==> config.mk <==
export PLATFORM = sky130hd
export DESIGN_NAME = fp_cmp_vec
export DESIGN_NICKNAME = d
export VERILOG_FILES = /design/src/rtl/fp_cmp_pkg.sv /design/src/rtl/fp_lane_cmp.sv /design/src/rtl/fp_cmp_vec.sv
export SDC_FILE = /design/constraint.sdc
export NUM_CORES = 1
export LEC_CHECK = 0
export ABC_AREA = 1
export ABC_CLOCK_PERIOD_IN_PS = 20000
export CAP_MARGIN = 0
export CORE_UTILIZATION = 56
export CTS_BUF_LIST = sky130_fd_sc_hd__clkbuf_8
export CTS_CLUSTER_DIAMETER = 30
export DETAILED_ROUTE_END_ITERATION = 12
export GPL_TIMING_DRIVEN = 0
export PLACE_DENSITY = 0.83
export SYNTH_ARGS = -nofsm -noshare
export SYNTH_HDL_FRONTEND = slang
export SYNTH_HIERARCHICAL = 1
export SYNTH_SLANG_ARGS = --single-unit
==> constraint.sdc <==
create_clock -name iClk -period 20 [get_ports iClk]
set_clock_uncertainty 0.15 [all_clocks]
set_input_delay 2 -clock iClk [delete_from_list [all_inputs] [get_ports iClk]]
set_output_delay 2 -clock iClk [all_outputs]
set_load 0.1 [all_outputs]
==> src/rtl/fp_cmp_pkg.sv <==
`default_nettype none
// ============================================================================
// Module   : fp_cmp_pkg
// Brief    : Shared constants, types and helpers for the vector FP compare unit.
// Revision : 1.0 - initial release
// ============================================================================
package fp_cmp_pkg;

  // Operation encodings on iFunct (3, 6 and 7 are illegal)
  localparam logic [2:0] FN_FLE  = 3'd0;
  localparam logic [2:0] FN_FLT  = 3'd1;
  localparam logic [2:0] FN_FEQ  = 3'd2;
  localparam logic [2:0] FN_FMIN = 3'd4;
  localparam logic [2:0] FN_FMAX = 3'd5;

  // Position of the invalid-operation flag in {NV,DZ,OF,UF,NX}
  localparam int FLAG_NV = 4;

  // Canonical quiet NaN: sign 0, exponent all ones, mantissa MSB set
  localparam logic [31:0] CNAN32 = 32'h7FC0_0000;
  localparam logic [63:0] CNAN64 = 64'h7FF8_0000_0000_0000;

  // Per-lane pre-classification captured at the S1 boundary
  typedef struct packed {
    logic a_snan;
    logic a_qnan;
    logic a_zero;
    logic a_sign;
    logic b_snan;
    logic b_qnan;
    logic b_zero;
    logic b_sign;
    logic mag_lt;   // |A| < |B|
    logic mag_eq;   // |A| == |B|
  } lane_cls_t;

  // Exponent field width for a legal element width
  function automatic int unsigned exp_width(input int unsigned flen);
    return (flen == 64) ? 11 : 8;
  endfunction

endpackage
`default_nettype wire

==> src/rtl/fp_lane_cmp.sv <==
`default_nettype none
// ============================================================================
// Module   : fp_lane_cmp
// Brief    : Single-lane FP classify (pre-register) and compare/select
//            (post-register) logic. Purely combinational.
// Revision : 1.0 - initial release
// ============================================================================
module fp_lane_cmp
  import fp_cmp_pkg::*;
#(
  parameter int unsigned FLEN = 32
) (
  // classification half, fed by raw operands
  input  logic [FLEN-1:0] i_a_raw,
  input  logic [FLEN-1:0] i_b_raw,
  output lane_cls_t       o_cls,
  // decision half, fed by S1 registers
  input  lane_cls_t       i_cls,
  input  logic [FLEN-1:0] i_a,
  input  logic [FLEN-1:0] i_b,
  input  logic [2:0]      i_funct,
  input  logic            i_en,
  output logic [FLEN-1:0] o_result,
  output logic            o_nv
);

  localparam int unsigned c_EW = exp_width(FLEN);
  localparam int unsigned c_MW = FLEN - 1 - c_EW;
  localparam logic [63:0] c_CNAN_W = (FLEN == 64) ? CNAN64 : {32'h0, CNAN32};
  localparam logic [FLEN-1:0] c_CNAN = c_CNAN_W[FLEN-1:0];

  logic w_a_nan_raw, w_b_nan_raw;
  logic w_a_nan, w_b_nan, w_any_nan, w_any_snan;
  logic w_both_zero, w_eq, w_lt_ord, w_lt;

  // Classification: NaN when exponent saturated and mantissa non-zero;
  // mantissa MSB distinguishes quiet from signalling.
  assign w_a_nan_raw = (&i_a_raw[FLEN-2 -: c_EW]) & (|i_a_raw[c_MW-1:0]);
  assign w_b_nan_raw = (&i_b_raw[FLEN-2 -: c_EW]) & (|i_b_raw[c_MW-1:0]);

  assign o_cls.a_snan = w_a_nan_raw & ~i_a_raw[c_MW-1];
  assign o_cls.a_qnan = w_a_nan_raw &  i_a_raw[c_MW-1];
  assign o_cls.a_zero = ~|i_a_raw[FLEN-2:0];
  assign o_cls.a_sign = i_a_raw[FLEN-1];
  assign o_cls.b_snan = w_b_nan_raw & ~i_b_raw[c_MW-1];
  assign o_cls.b_qnan = w_b_nan_raw &  i_b_raw[c_MW-1];
  assign o_cls.b_zero = ~|i_b_raw[FLEN-2:0];
  assign o_cls.b_sign = i_b_raw[FLEN-1];
  assign o_cls.mag_lt = i_a_raw[FLEN-2:0] <  i_b_raw[FLEN-2:0];
  assign o_cls.mag_eq = i_a_raw[FLEN-2:0] == i_b_raw[FLEN-2:0];

  assign w_a_nan    = i_cls.a_snan | i_cls.a_qnan;
  assign w_b_nan    = i_cls.b_snan | i_cls.b_qnan;
  assign w_any_nan  = w_a_nan | w_b_nan;
  assign w_any_snan = i_cls.a_snan | i_cls.b_snan;

  // Total order with -0 < +0 (used by FMIN/FMAX); the compare ops then
  // mask out the signed-zero case so that +-0 compare equal.
  assign w_both_zero = i_cls.a_zero & i_cls.b_zero;
  assign w_eq        = w_both_zero | ((i_cls.a_sign == i_cls.b_sign) & i_cls.mag_eq);
  assign w_lt_ord    = (i_cls.a_sign != i_cls.b_sign) ? i_cls.a_sign :
                       (i_cls.a_sign ? ~(i_cls.mag_lt | i_cls.mag_eq) : i_cls.mag_lt);
  assign w_lt        = w_lt_ord & ~w_both_zero;

  // Per-operation result select and invalid flag; masked lanes and
  // illegal encodings produce zero with no flag.
  always_comb begin
    o_result = '0;
    o_nv     = 1'b0;
    if (i_en) begin
      case (i_funct)
        FN_FEQ: begin
          o_result = {{(FLEN-1){1'b0}}, w_eq & ~w_any_nan};
          o_nv     = w_any_snan;
        end
        FN_FLT: begin
          o_result = {{(FLEN-1){1'b0}}, w_lt & ~w_any_nan};
          o_nv     = w_any_nan;
        end
        FN_FLE: begin
          o_result = {{(FLEN-1){1'b0}}, (w_lt | w_eq) & ~w_any_nan};
          o_nv     = w_any_nan;
        end
        FN_FMIN, FN_FMAX: begin
          if (w_a_nan & w_b_nan) o_result = c_CNAN;
          else if (w_a_nan)      o_result = i_b;
          else if (w_b_nan)      o_result = i_a;
          else if (i_funct == FN_FMIN) o_result = w_lt_ord ? i_a : i_b;
          else                         o_result = w_lt_ord ? i_b : i_a;
          o_nv = w_any_snan;
        end
        default: ;
      endcase
    end
  end

endmodule
`default_nettype wire

==> src/rtl/fp_cmp_vec.sv <==
`default_nettype none
// ============================================================================
// Module   : fp_cmp_vec
// Brief    : Two-stage pipelined multi-lane FP compare / min-max unit with
//            lane masking, tag side-band and valid/ready handshake.
// Revision : 1.0 - initial release
// ============================================================================
module fp_cmp_vec
  import fp_cmp_pkg::*;
#(
  parameter int unsigned FLEN      = 32,
  parameter int unsigned NUM_LANES = 4,
  parameter int unsigned TAG_W     = 6
) (
  input  logic                      iClk,
  input  logic                      iRst,
  input  logic                      iValid,
  output logic                      oReady,
  input  logic [2:0]                iFunct,
  input  logic [NUM_LANES-1:0]      iMask,
  input  logic [NUM_LANES*FLEN-1:0] iData1,
  input  logic [NUM_LANES*FLEN-1:0] iData2,
  input  logic [TAG_W-1:0]          iTag,
  output logic                      oValid,
  input  logic                      iReady,
  output logic [NUM_LANES*FLEN-1:0] oResult,
  output logic [4:0]                oFlags,
  output logic [TAG_W-1:0]          oTag
);

  // S1 state
  logic                        r1_valid;
  logic [2:0]                  r1_funct;
  logic [NUM_LANES-1:0]        r1_mask;
  logic [TAG_W-1:0]            r1_tag;
  logic [NUM_LANES*FLEN-1:0]   r1_a;
  logic [NUM_LANES*FLEN-1:0]   r1_b;
  lane_cls_t [NUM_LANES-1:0]   r1_cls;

  // S2 state
  logic                        r2_valid;
  logic [NUM_LANES*FLEN-1:0]   r2_result;
  logic [4:0]                  r2_flags;
  logic [TAG_W-1:0]            r2_tag;

  lane_cls_t [NUM_LANES-1:0]   w_cls;
  logic [NUM_LANES*FLEN-1:0]   w_res;
  logic [NUM_LANES-1:0]        w_nv;
  logic [4:0]                  w_flags;
  logic                        w_en1, w_en2;

  // A stage advances when it is empty or the stage after it advances
  assign w_en2  = ~r2_valid | iReady;
  assign w_en1  = ~r1_valid | w_en2;
  assign oReady = w_en1;

  assign oValid  = r2_valid;
  assign oResult = r2_result;
  assign oFlags  = r2_flags;
  assign oTag    = r2_tag;

  generate
    for (genvar gi = 0; gi < NUM_LANES; gi++) begin : g_lane
      fp_lane_cmp #(.FLEN(FLEN)) u_lane (
        .i_a_raw  (iData1[gi*FLEN +: FLEN]),
        .i_b_raw  (iData2[gi*FLEN +: FLEN]),
        .o_cls    (w_cls[gi]),
        .i_cls    (r1_cls[gi]),
        .i_a      (r1_a[gi*FLEN +: FLEN]),
        .i_b      (r1_b[gi*FLEN +: FLEN]),
        .i_funct  (r1_funct),
        .i_en     (r1_mask[gi]),
        .o_result (w_res[gi*FLEN +: FLEN]),
        .o_nv     (w_nv[gi])
      );
    end
  endgenerate

  // Only NV can ever be raised; it is the OR over active lanes
  always_comb begin
    w_flags          = '0;
    w_flags[FLAG_NV] = |w_nv;
  end

  // S1: capture operands and lane classification on an accepted transfer
  always_ff @(posedge iClk or posedge iRst) begin
    if (iRst) begin
      r1_valid <= 1'b0;
      r1_funct <= '0;
      r1_mask  <= '0;
      r1_tag   <= '0;
      r1_a     <= '0;
      r1_b     <= '0;
      r1_cls   <= '0;
    end else if (w_en1) begin
      r1_valid <= iValid;
      if (iValid) begin
        r1_funct <= iFunct;
        r1_mask  <= iMask;
        r1_tag   <= iTag;
        r1_a     <= iData1;
        r1_b     <= iData2;
        r1_cls   <= w_cls;
      end
    end
  end

  // S2: register final result, flags and tag; held while stalled
  always_ff @(posedge iClk or posedge iRst) begin
    if (iRst) begin
      r2_valid  <= 1'b0;
      r2_result <= '0;
      r2_flags  <= '0;
      r2_tag    <= '0;
    end else if (w_en2) begin
      r2_valid <= r1_valid;
      if (r1_valid) begin
        r2_result <= w_res;
        r2_flags  <= w_flags;
        r2_tag    <= r1_tag;
      end
    end
  end

endmodule
`default_nettype wire
==> results of run 1 <==
==> routing by layer <==
layer  GRT usage [%]  part of all wire, %  vias to the layer above
li1                -                    -                    12010
met1           44.41                   41                    11730
met2           55.78                   46                     1160
met3           6.723                  8.3                      241
met4           16.29                  4.6                        8
met5               0                0.059                        -
==> cell usage in the layout, fill, tap and decap left out, drive strengths merged, types with 8 or more instances in the layout <==
| master | instances |
|---|---|
| nor3 | 28 |
| o22ai | 8 |
| or4 | 8 |
| nor2 | 398 |
| nand4 | 40 |
| a21oi | 76 |
| ha | 124 |
| o21a | 8 |
| inv | 285 |
| bufinv | 19 |
| nand2 | 1284 |
| dfrtp | 446 |
| clkdlybuf4s50 | 409 |
| nor4 | 24 |
| o21ai | 32 |
| clkinv | 25 |
| nand3 | 485 |
| buf | 166 |
| clkbuf | 153 |
==> tightest hold or removal path: stages, from the launching register on <==
cell and delay, ps:
dfrtp_1 340, nand2_1 50, nand2_1 40
==> worst paths after layout <==
kind,cells past startpoint,from,slack (ps),endpoint
min reg2reg,2,oResult[115]$_DFFE_PP0P_,320,oResult[115]$_DFFE_PP0P_
max in group asynchronous,4,iRst,16350,r1_b[23]$_DFFE_PP0P_
min,2,oResult[115]$_DFFE_PP0P_,320,oResult[115]$_DFFE_PP0P_
max reg2reg,9,r1_funct[2]$_DFFE_PP0P_,17550,oResult[41]$_DFFE_PP0P_
min in group asynchronous,2,iRst,1700,oResult[82]$_DFFE_PP0P_
max,5,iReady,13410,oReady
==> state kept, by name (all words and copies together), names as in the netlist <==
register  count
r1_mask       4
oResult     128
r1_tag        6
r1_b        128
r1_valid      1
oValid        1
r1_funct      3
oTag          6
r1_cls       40
oFlags        1
r1_a        128
==> layout make-up <==
type	count	area (um^2)
Timing Repair Buffer	412	4177
Buffer	190	1117
Multi-Input combinational cell	2533	11900
Antenna cell	3	7.507
Fill cell	3500	11610
Clock inverter	62	832.0
Inverter	274	1036
Sequential cell	446	11160
Tap cell	592	740.7
Clock buffer	126	1734
==> per-stage QoR <==
stage | instances | worst slack, ps | instance area (um^2)
after floorplan | 3443 | 5421 | 25210
after global placement | 4444 | 50.96 | 30040
after detailed placement | 4447 | 13420 | 30130
after CTS | 4635 | 13400 | 32700
after global routing | 4637 | 13350 | 32700
final | 4638 | 13410 | 32710
==> cells by family after synthesis <==
logic type      Yosys count  synth area share [%]
buf+inv                 464                 8.516
flops                   446                 44.29
simple gates           2277                 38.30
other cells               1               0.01488
compound gates          124                 2.582
fa+ha+maj               124                 6.158
xor+xnor                  4                0.1390
==> cells in the mapped netlist (all sizes together) <==
cell	instances	area share (%)
nor2	398	6.4
nand4	40	0.99
o22ai	8	0.20
or4	8	0.24
o21a	8	0.24
clkbuf	27	0.40
xor2	4	0.14
nor4	24	0.60
o21ai	32	0.64
nor3	28	0.56
or2	4	0.099
nand2	1284	19
a21oi	76	1.5
inv	274	4.1
nand3b	4	0.12
ha	124	6.2
buf	163	4.0
nand3	485	9.9
nor3b	2	0.060
conb	1	0.015
dfrtp	446	44
==> where the power goes <==
part           internal, mW  switching, mW
registers              1.02         0.0723
clock network         0.822          0.459
logic                 0.293          0.673
total                  2.13           1.20
==> key figures, run 1 <==
Die
  – Die H: 214.1 um
  – Die ar.: 45850 um^2
  – Starting density of the core: 56.85%
  – I/O Pins: 414
  – FP Rows: 77
  – Core area: 44320 um^2
  – Die W: 214.1 um

Synth
  – YS warnings: 6
  – Post-Syn Instances: 3440
  – Cell area after synthesis: 25200 um^2
  – Netlist cell types: 32
  – Avg Inst Size Synth: 7.325 um^2
  – Register bit total from synthesis: 446
  – Sequential area share after synthesis: 44.29%

Timing
  – Slew Limit Fails: 0
  – Slew margin rel.: 25.45%
  – Final Cycle Share: 32.97%
  – Setup-failing EPs final: 0
  – Fmax: 0.1517 GHz
  – Fin. Hold Viols: 0
  – Hold Slack: 316.3 ps
  – Slew @ Worst Pin: 1115 ps
  – Setup tns final: 0 ps
  – Min Clock Period, post-route: 6594 ps
  – RSZ-0062 raised after global routing: false

Layout
  – Layout area overhead: 29.80%
  – Fraction of layout cells with a size suffix above 1: 9.349%
  – Fin util: 73.80%
  – Final net count: 4355

Clock network
  – CTS max path bufs: 3
  – CTS H-Tree Depth: 3
  – Hold-fix buffers, CTS: 0
  – Cts repair resizes: 0
  – CTS root buf: clkbuf_8
  – Clock transition at path regs: 50 ps
  – Clk Latency, worst-skew pair: 680 ps
  – Num CTS Buffers: 101
  – CTS tree: yes
  – Post-CTS setup buffer count: 0
  – Clock Sink Count: 446

Worst setup path
  – Critical path required time: 17850 ps
  – Delay-heaviest family, CP: buffers and inverters
  – Buf/Inv on CP: 4
  – CP max FO: 10
  – Crit-path cells: clkdlybuf4s50_1 > inv_1 > nand3_2 > clkbuf_1 > clkdlybuf4s50_1
  – CP max stage delay: 1240 ps
  – Setup CP Type: primary input to output port
  – Worst path arrival time: 4440 ps
  – Crit path capture type: output port
  – Setup crit start kind: primary input
  – Slowest stage cell, crit path: clkdlybuf4s50_1
  – Most used cell, CP: clkdlybuf4s50_1

Routing
  – WL per Instance: 17.04 um
  – Vias per cell: 5.421
  – Final ANT Viol Nets: 0
  – Number of iterations in the first detailed-routing pass: 5
  – Initial DRC count: 2578
  – Post-Route WL: 79010 um
  – Vias after detailed routing: 25140
  – DRC: 0

Min path
  – Tightest Hold Check Type: flip-flop to flip-flop

Power
  – Total power: 3.339 mW
  – Pwr Density: 102.1 nW/um^2
  – Leakage: 17.32 nW
  – Maximum vdd drop: 0.08421 mV

Placed design
  – RePlAce Congestion: 0.9139
  – Detailed placer's ending HPWL: 57170 um
  – IO buf count: 409

Global route
  – Pin count of the biggest net entering global routing: 126
  – GRT overflow: 0
  – GRT Total Usage: 34.38%
  – First-pass GRT wire length: 124900 um
  – Number of global-route vias before repair: 24340
  – Initial antenna violation count: 8

Flow run
  – Max Cap Viol: 0

Run status
  – Status: finished clean
(Power assumes the default switching activity.)
==> inputs of run 2 (changes only) <==
Settings changed: ABC_CLOCK_PERIOD_IN_PS 20000 to 5700, CORE_UTILIZATION 56 to 51, PLACE_DENSITY 0.83 to 0.8.
Clock period 20 ns to 5.7 ns, I/O delays scaled along.
==> run 2 against run 1 <==
  * Combinational power increased to 3.5 times the previous value
  * Sequential share of layout area shrank 0.29 points
  * Non-clock buffer count rose by 9
  * Count of clock-buffer cells in the layout grew 3
  * Hold slack got worse by 110 ps
  * Largest cell class unchanged
  * Final cell count increased by 2.2%
==> key figures, run 2 (synthesized netlist as in run 1, its figures left out) <==
Global route
  – Number of global-route vias before repair: 24150 (was 24340)
  – Pin count of the biggest net entering global routing: 44 (was 126)
  – GRT overflow: 0 (unchanged)
  – Met1 Resource Use GR: 41.74% (was 44.41%)
  – GRT met3 Usage: 6.558% (was 6.723%)
  – First-pass GRT wire length: 125900 um (was 124900 um)
  – Met2 Use GR: 51.49% (was 55.78%)
  – Initial antenna violation count: 12 (was 8)
  – GRT busiest layer: met2 (unchanged)
  – GRT Total Usage: 31.93% (was 34.38%)

Layout
  – Fin util: 67.53% (was 73.80%)
  – Most frequent cells in the layout: 1271 x nand2_1, 476 x nand3_1, 446 x dfrtp_1 (unchanged)
  – Leading cell type in the layout, fill and taps excluded: nand2_1 (unchanged)
  – Fin cells: 4738 (was 4638)
  – Post-route design area: 32990 um^2 (was 32710 um^2)
  – Final net count: 4372 (was 4355)
  – Fraction of layout cells with a size suffix above 1: 9.710% (was 9.349%)
  – Layout area overhead: 30.92% (was 29.80%)

Timing
  – RSZ-0062 raised after global routing: false (unchanged)
  – Slew @ Worst Pin: 1151 ps (was 1115 ps)
  – Setup-failing EPs final: 0 (unchanged)
  – Min Clock Period, post-route: 3715 ps
  – Fin. Hold Viols: 0 (unchanged)
  – Slew margin rel.: 23.00% (was 25.45%)
  – Hold Slack: 201.9 ps (was 316.3 ps)
  – Final Cycle Share: 65.17%
  – Fmax: 0.2692 GHz
  – Slew Limit Fails: 0 (unchanged)

Clock network
  – CTS root buf: clkbuf_8 (unchanged)
  – Num CTS Buffers: 109 (was 101)
  – Hold-fix buffers, CTS: 0 (unchanged)
  – Clock Sink Count: 446 (unchanged)
  – CTS tree: yes (unchanged)
  – Clk Latency, worst-skew pair: 710 ps (was 680 ps)
  – Clock transition at path regs: 60 ps (was 50 ps)
  – CTS H-Tree Depth: 3 (unchanged)
  – Post-CTS setup buffer count: 0 (unchanged)
  – Cts repair resizes: 0 (unchanged)
  – CTS max path bufs: 3 (unchanged)

Routing
  – Post-Route WL: 80230 um (was 79010 um)
  – Number of iterations in the first detailed-routing pass: 7 (was 5)
  – Vias per cell: 5.267 (was 5.421)
  – Initial DRC count: 2198 (was 2578)
  – WL per Instance: 16.93 um (was 17.04 um)
  – Final ANT Viol Nets: 0 (unchanged)
  – Vias after detailed routing: 24950 (was 25140)
  – DRC: 0 (unchanged)

Worst setup path
  – CP max FO: 10 (unchanged)
  – Worst-case reg-to-reg path depth: 9 (unchanged)
  – Setup CP Type: flip-flop to output port (was primary input to output port)
  – Worst r2r src: r1_funct[2]$_DFFE_PP0P_ (unchanged)
  – Crit-path cells: nand3_2 > clkbuf_1 > clkdlybuf4s50_1 (was clkdlybuf4s50_1 > inv_1 > nand3_2 > clkbuf_1 > clkdlybuf4s50_1)
  – Delay-heaviest family, CP: buffers and inverters (unchanged)
  – CP Depth: 3 (was 5)
  – CP Capture Point: oReady (unchanged)
  – Buf/Inv on CP: 2 (was 4)
  – Crit path capture type: output port (unchanged)
  – Slowest stage cell, crit path: clkdlybuf4s50_1 (unchanged)
  – CP startpoint: oValid$_DFFE_PP0P_ (was iReady)
  – Critical path required time: 4980 ps (was 17850 ps)
  – R2R Setup Slk: 3130 ps (was 17550 ps)
  – Setup crit start kind: flip-flop (was primary input)
  – CP max stage delay: 1250 ps (was 1240 ps)
  – Worst path arrival time: 2990 ps (was 4440 ps)
  – Reg2reg end: oResult[70]$_DFFE_PP0P_ (was oResult[41]$_DFFE_PP0P_)

Power
  – Maximum vdd drop: 0.2720 mV (was 0.08421 mV)
  – Leakage: 17.44 nW (was 17.32 nW)
  – Total power: 11.72 mW (was 3.339 mW)
  – Pwr Density: 355.4 nW/um^2 (was 102.1 nW/um^2)

Placed design
  – Cell total after placement: 4528 (was 4447)
  – Detailed placer's ending HPWL: 59080 um (was 57170 um)
  – IO buf count: 409 (unchanged)
  – Placed instance area: 30380 um^2 (was 30130 um^2)
  – RePlAce Congestion: 0.9434 (was 0.9139)

Die
  – Core area: 48850 um^2 (was 44320 um^2)
  – Starting density of the core: 51.58% (was 56.85%)
  – Die W: 224.3 um (was 214.1 um)
  – FP Rows: 81 (was 77)
  – Die ar.: 50300 um^2 (was 45850 um^2)
  – Die H: 224.3 um (was 214.1 um)
  – I/O Pins: 414 (unchanged)

Min path
  – Tightest Hold Check Type: primary input to asynchronous set/reset pin (was flip-flop to flip-flop)

Flow run
  – Max Cap Viol: 0 (unchanged)

Run status
  – Status: finished clean (unchanged)
[run 2: cell type report]
class                      instances  area [um^2]
timing repair buffer             421         4334
buffer                           190         1117
inverter                         274         1032
sequential                       446        11160
fill                            4089        15860
clock buffer                     129         1775
antenna                            6        15.01
tap                              664        830.8
multi-input combinational       2533        11900
clock inverter                    75        819.5
[run 2: worst min-delay path by stage]
stage | end | slack (ps) | cells after the start
2_1_floorplan | r1_a[0]$_DFFE_PP0P_ | 280 | 2
3_3_place_gp | r1_b[0]$_DFFE_PP0P_ | 300 | 2
3_5_place_dp | oResult[85]$_DFFE_PP0P_ | 310 | 2
4_1_cts | oResult[85]$_DFFE_PP0P_ | 190 | 2
5_1_grt | oResult[90]$_DFFE_PP0P_ | 250 | 2
6_report | oResult[90]$_DFFE_PP0P_ | 200 | 2
[run 2: worst reg2reg max path, cell delays in order (launching register included)]
cell and delay, ps:
dfrtp_1 830, nand2_2 220, nor2_4 270, inv_1 130, nor2_4 230, buf_4 240, nand2_1 80, nor2_1 170
nand3_1 100, nand2_1 90
[run 2: where the power goes]
group,switching [mW],total [mW],internal [mW]
clock network,1.67,4.48,2.81
logic,2.37,3.41,1.04
registers,0.253,3.83,3.58
[run 2: metrics by stage]
stage          setup WS (ps)  TNS [ps]
2_1_floorplan          -1049   -467930
3_3_place_gp           -4113  -1798840
3_5_place_dp            2111         0
4_1_cts                 1969         0
5_1_grt                 1902         0
6_report                1985         0
[run 2: metal layers]
metal | routed length [um] | vias up
li1 | - | 12030
met1 | 33550 | 11640
met2 | 37080 | 1044
met3 | 6233 | 235
met4 | 3288 | 12
met5 | 80 | -
==> inputs of run 3 (changes only) <==
Settings changed: ABC_CLOCK_PERIOD_IN_PS 5700 to 3400.
Clock period 5.7 ns to 3.4 ns, I/O delays scaled along.
==> run 3 against run 2 <==
  * Flip-flop and latch count unchanged
  * Setup slack worse by 1700 ps
  * Sequential power increased by 68%
  * Utilization barely moved
  * Global-route usage stayed put
  * Non-clock buffer count increased by 1
  * Highest routed layer unchanged
  * Hold slack lost 160 ps
==> key figures, run 3 (synthesized netlist as in run 1, its figures left out) <==
Worst setup path
  – CP max FO: 10 (unchanged)
  – Critical path required time: 2910 ps (was 4980 ps)
  – Worst r2r src: r1_funct[2]$_DFFE_PP0P_ (unchanged)
  – Worst-case reg-to-reg path depth: 9 (unchanged)
  – Crit path capture type: output port (unchanged)
  – Worst path arrival time: 2660 ps (was 2990 ps)
  – Setup CP Type: flip-flop to output port (unchanged)
  – Setup crit start kind: flip-flop (unchanged)
  – Reg2reg end: oResult[70]$_DFFE_PP0P_ (unchanged)
  – R2R Setup Slk: 800 ps (was 3130 ps)

Min path
  – Worst hold stages: 3
  – Hold Path End: r1_tag[2]$_DFFE_PP0P_
  – Tightest Hold Check Type: primary input to flip-flop (was primary input to asynchronous set/reset pin)
  – Worst Hold Launch: iTag[2]

Placed design
  – Detailed placer's ending HPWL: 59080 um (unchanged)
  – IO buf count: 409 (unchanged)
  – RePlAce Congestion: 0.9434 (unchanged)
  – Pre-CTS setup slack: 271.5 ps (was 2111 ps)

Power
  – Seq pwr share: 32.7% (about the same)
  – Pwr Density: 595.8 nW/um^2 (was 355.4 nW/um^2)
  – Switch share: 36.68% (was 36.66%)
  – Maximum vdd drop: 0.4566 mV (was 0.2720 mV)
  – Logic gate share of total power: 29.1% (about the same)
  – Leakage: 17.44 nW (about the same)
  – Net Sw Power: 7.211 mW (was 4.299 mW)
  – Clock power frac: 38.2% (about the same)
  – Int Pwr: 12.45 mW (was 7.426 mW)

Clock network
  – Clk Latency, worst-skew pair: 710 ps (about the same)
  – Num CTS Buffers: 109 (unchanged)
  – CTS max path bufs: 3 (unchanged)
  – Post-CTS setup buffer count: 0 (unchanged)
  – Clock Sink Count: 446 (unchanged)
  – CTS tree: yes (unchanged)
  – CTS H-Tree Depth: 3 (unchanged)
  – CTS root buf: clkbuf_8 (unchanged)
  – Clock transition at path regs: 60 ps (about the same)

Die
  – Die ar.: 50300 um^2 (unchanged)
  – Die H: 224.3 um (unchanged)
  – Core area: 48850 um^2 (unchanged)
  – FP Rows: 81 (unchanged)
  – I/O Pins: 414 (unchanged)
  – Die W: 224.3 um (unchanged)
  – Starting density of the core: 51.58% (unchanged)

Routing
  – WL per Instance: 16.95 um (was 16.93 um)
  – Final ANT Viol Nets: 0 (unchanged)
  – Initial DRC count: 2243 (was 2198)
  – Vias per cell: 5.260 (was 5.267)
  – Number of iterations in the first detailed-routing pass: 8 (was 7)
  – Post-Route WL: 80320 um (was 80230 um)
  – Vias after detailed routing: 24930 (was 24950)
  – DRC: 0 (unchanged)

Timing
  – Setup-failing EPs final: 0 (unchanged)
  – Fmax: 0.3170 GHz
  – Fin. Hold Viols: 0 (unchanged)
  – Slew Limit Fails: 0 (unchanged)
  – RSZ-0062 raised after global routing: false (unchanged)
  – Slew margin rel.: 24.69% (was 23.00%)
  – Setup tns final: 0 ps (unchanged)
  – Slew @ Worst Pin: 1126 ps (was 1151 ps)
  – Final Cycle Share: 92.79%
  – Smallest setup slack after layout: 245.3 ps (was 1985 ps)
  – Min Clock Period, post-route: 3155 ps

Layout
  – Final net count: 4373 (was 4372)
  – Most frequent cells in the layout: 1271 x nand2_1, 476 x nand3_1, 446 x dfrtp_1 (unchanged)
  – Fillcell total: 4088 (was 4089)
  – Leading cell type in the layout, fill and taps excluded: nand2_1 (unchanged)
  – Fraction of layout cells with a size suffix above 1: 9.708% (was 9.710%)
  – Layout area overhead: 30.95% (was 30.92%)

Global route
  – Pin count of the biggest net entering global routing: 44 (unchanged)
  – GRT met3 Usage: 6.558% (unchanged)
  – Number of global-route vias before repair: 24150 (unchanged)
  – Initial antenna violation count: 12 (unchanged)
  – GRT busiest layer: met2 (unchanged)
  – Met1 Resource Use GR: 41.74% (unchanged)
  – GRT Total Usage: 31.93% (unchanged)
  – GRT overflow: 0 (unchanged)
  – First-pass GRT wire length: 125900 um (unchanged)
  – Met2 Use GR: 51.49% (unchanged)

Run status
  – Status: finished clean (unchanged)

Flow run
  – Max Cap Viol: 0 (unchanged)
## run 3: cell types whose count changed in the layout (fill, tap and decap cells not counted)
cell	before	now
dlygate4sd3_1	0	1
clkdlybuf4s50_1	409	408
dlygate4sd2_1	0	1
## run 3: timing repair
item	in CTS	in global routing
gates resized for setup	1	0
hold buffers	1	0
hold endpoints to repair	31	0
setup endpoints to repair	1	0
## run 3: power groups by stage
stage	clock, mW	combinational (mW)	sequential [mW]
2_1_floorplan	0	2.55	7.83
3_3_place_gp	0	5.55	6.49
3_5_place_dp	0	5.66	6.49
4_1_cts	7.57	5.70	6.41
5_1_grt	7.85	6.20	6.50
6_report	7.52	5.72	6.43
## run 3: worst max-delay path: stages, from the launching register on
cell           delay (ps)
dfrtp_1               430
nand3_2               140
clkbuf_1              460
dlygate4sd2_1         930
## run 3: layer usage
layer	vias up	share of wire, %
met2	1002	47
met1	11670	42
li1	12030	-
met5	-	0.10
met3	215	7.5
met4	12	3.8
## run 3: worst max path at each step
stage                             startpoint                      end  depth (start not counted)
after floorplan                         iRst    oFlags[4]$_DFFE_PP0P_                          1
after detailed placement              iReady                   oReady                          5
after global placement                  iRst  oResult[14]$_DFFE_PP0P_                          2
after CTS                 oValid$_DFFE_PP0P_                   oReady                          3
final                     oValid$_DFFE_PP0P_                   oReady                          3
after global routing      oValid$_DFFE_PP0P_                   oReady                          3
## run 3: cell type report
type                       count  area (um^2)  share of cell area (%)
inverter                     274         1032                   3.128
clock buffer                 129         1775                   5.381
timing repair buffer         422         4343                   13.16
tap                          664        830.8                   2.518
antenna                        6        15.01                 0.04550
multi-input combinational   2533        11900                   36.07
buffer                       190         1117                   3.386
clock inverter                75        819.5                   2.484
sequential                   446        11160                   33.83
## run 3: per-stage QoR
stage	hold slack (ps)	utilization [%]	instance area, um^2	std cells	power [mW]
2_1_floorplan	283.2	-	25210	3443	10.38
3_5_place_dp	307.1	62.18	30380	4528	12.15
5_1_grt	33.77	67.54	32990	4738	20.54
3_3_place_gp	302.9	61.69	30140	4516	12.04
4_1_cts	3.835	67.51	32980	4733	19.68
6_report	45.32	67.55	33000	4739	19.66
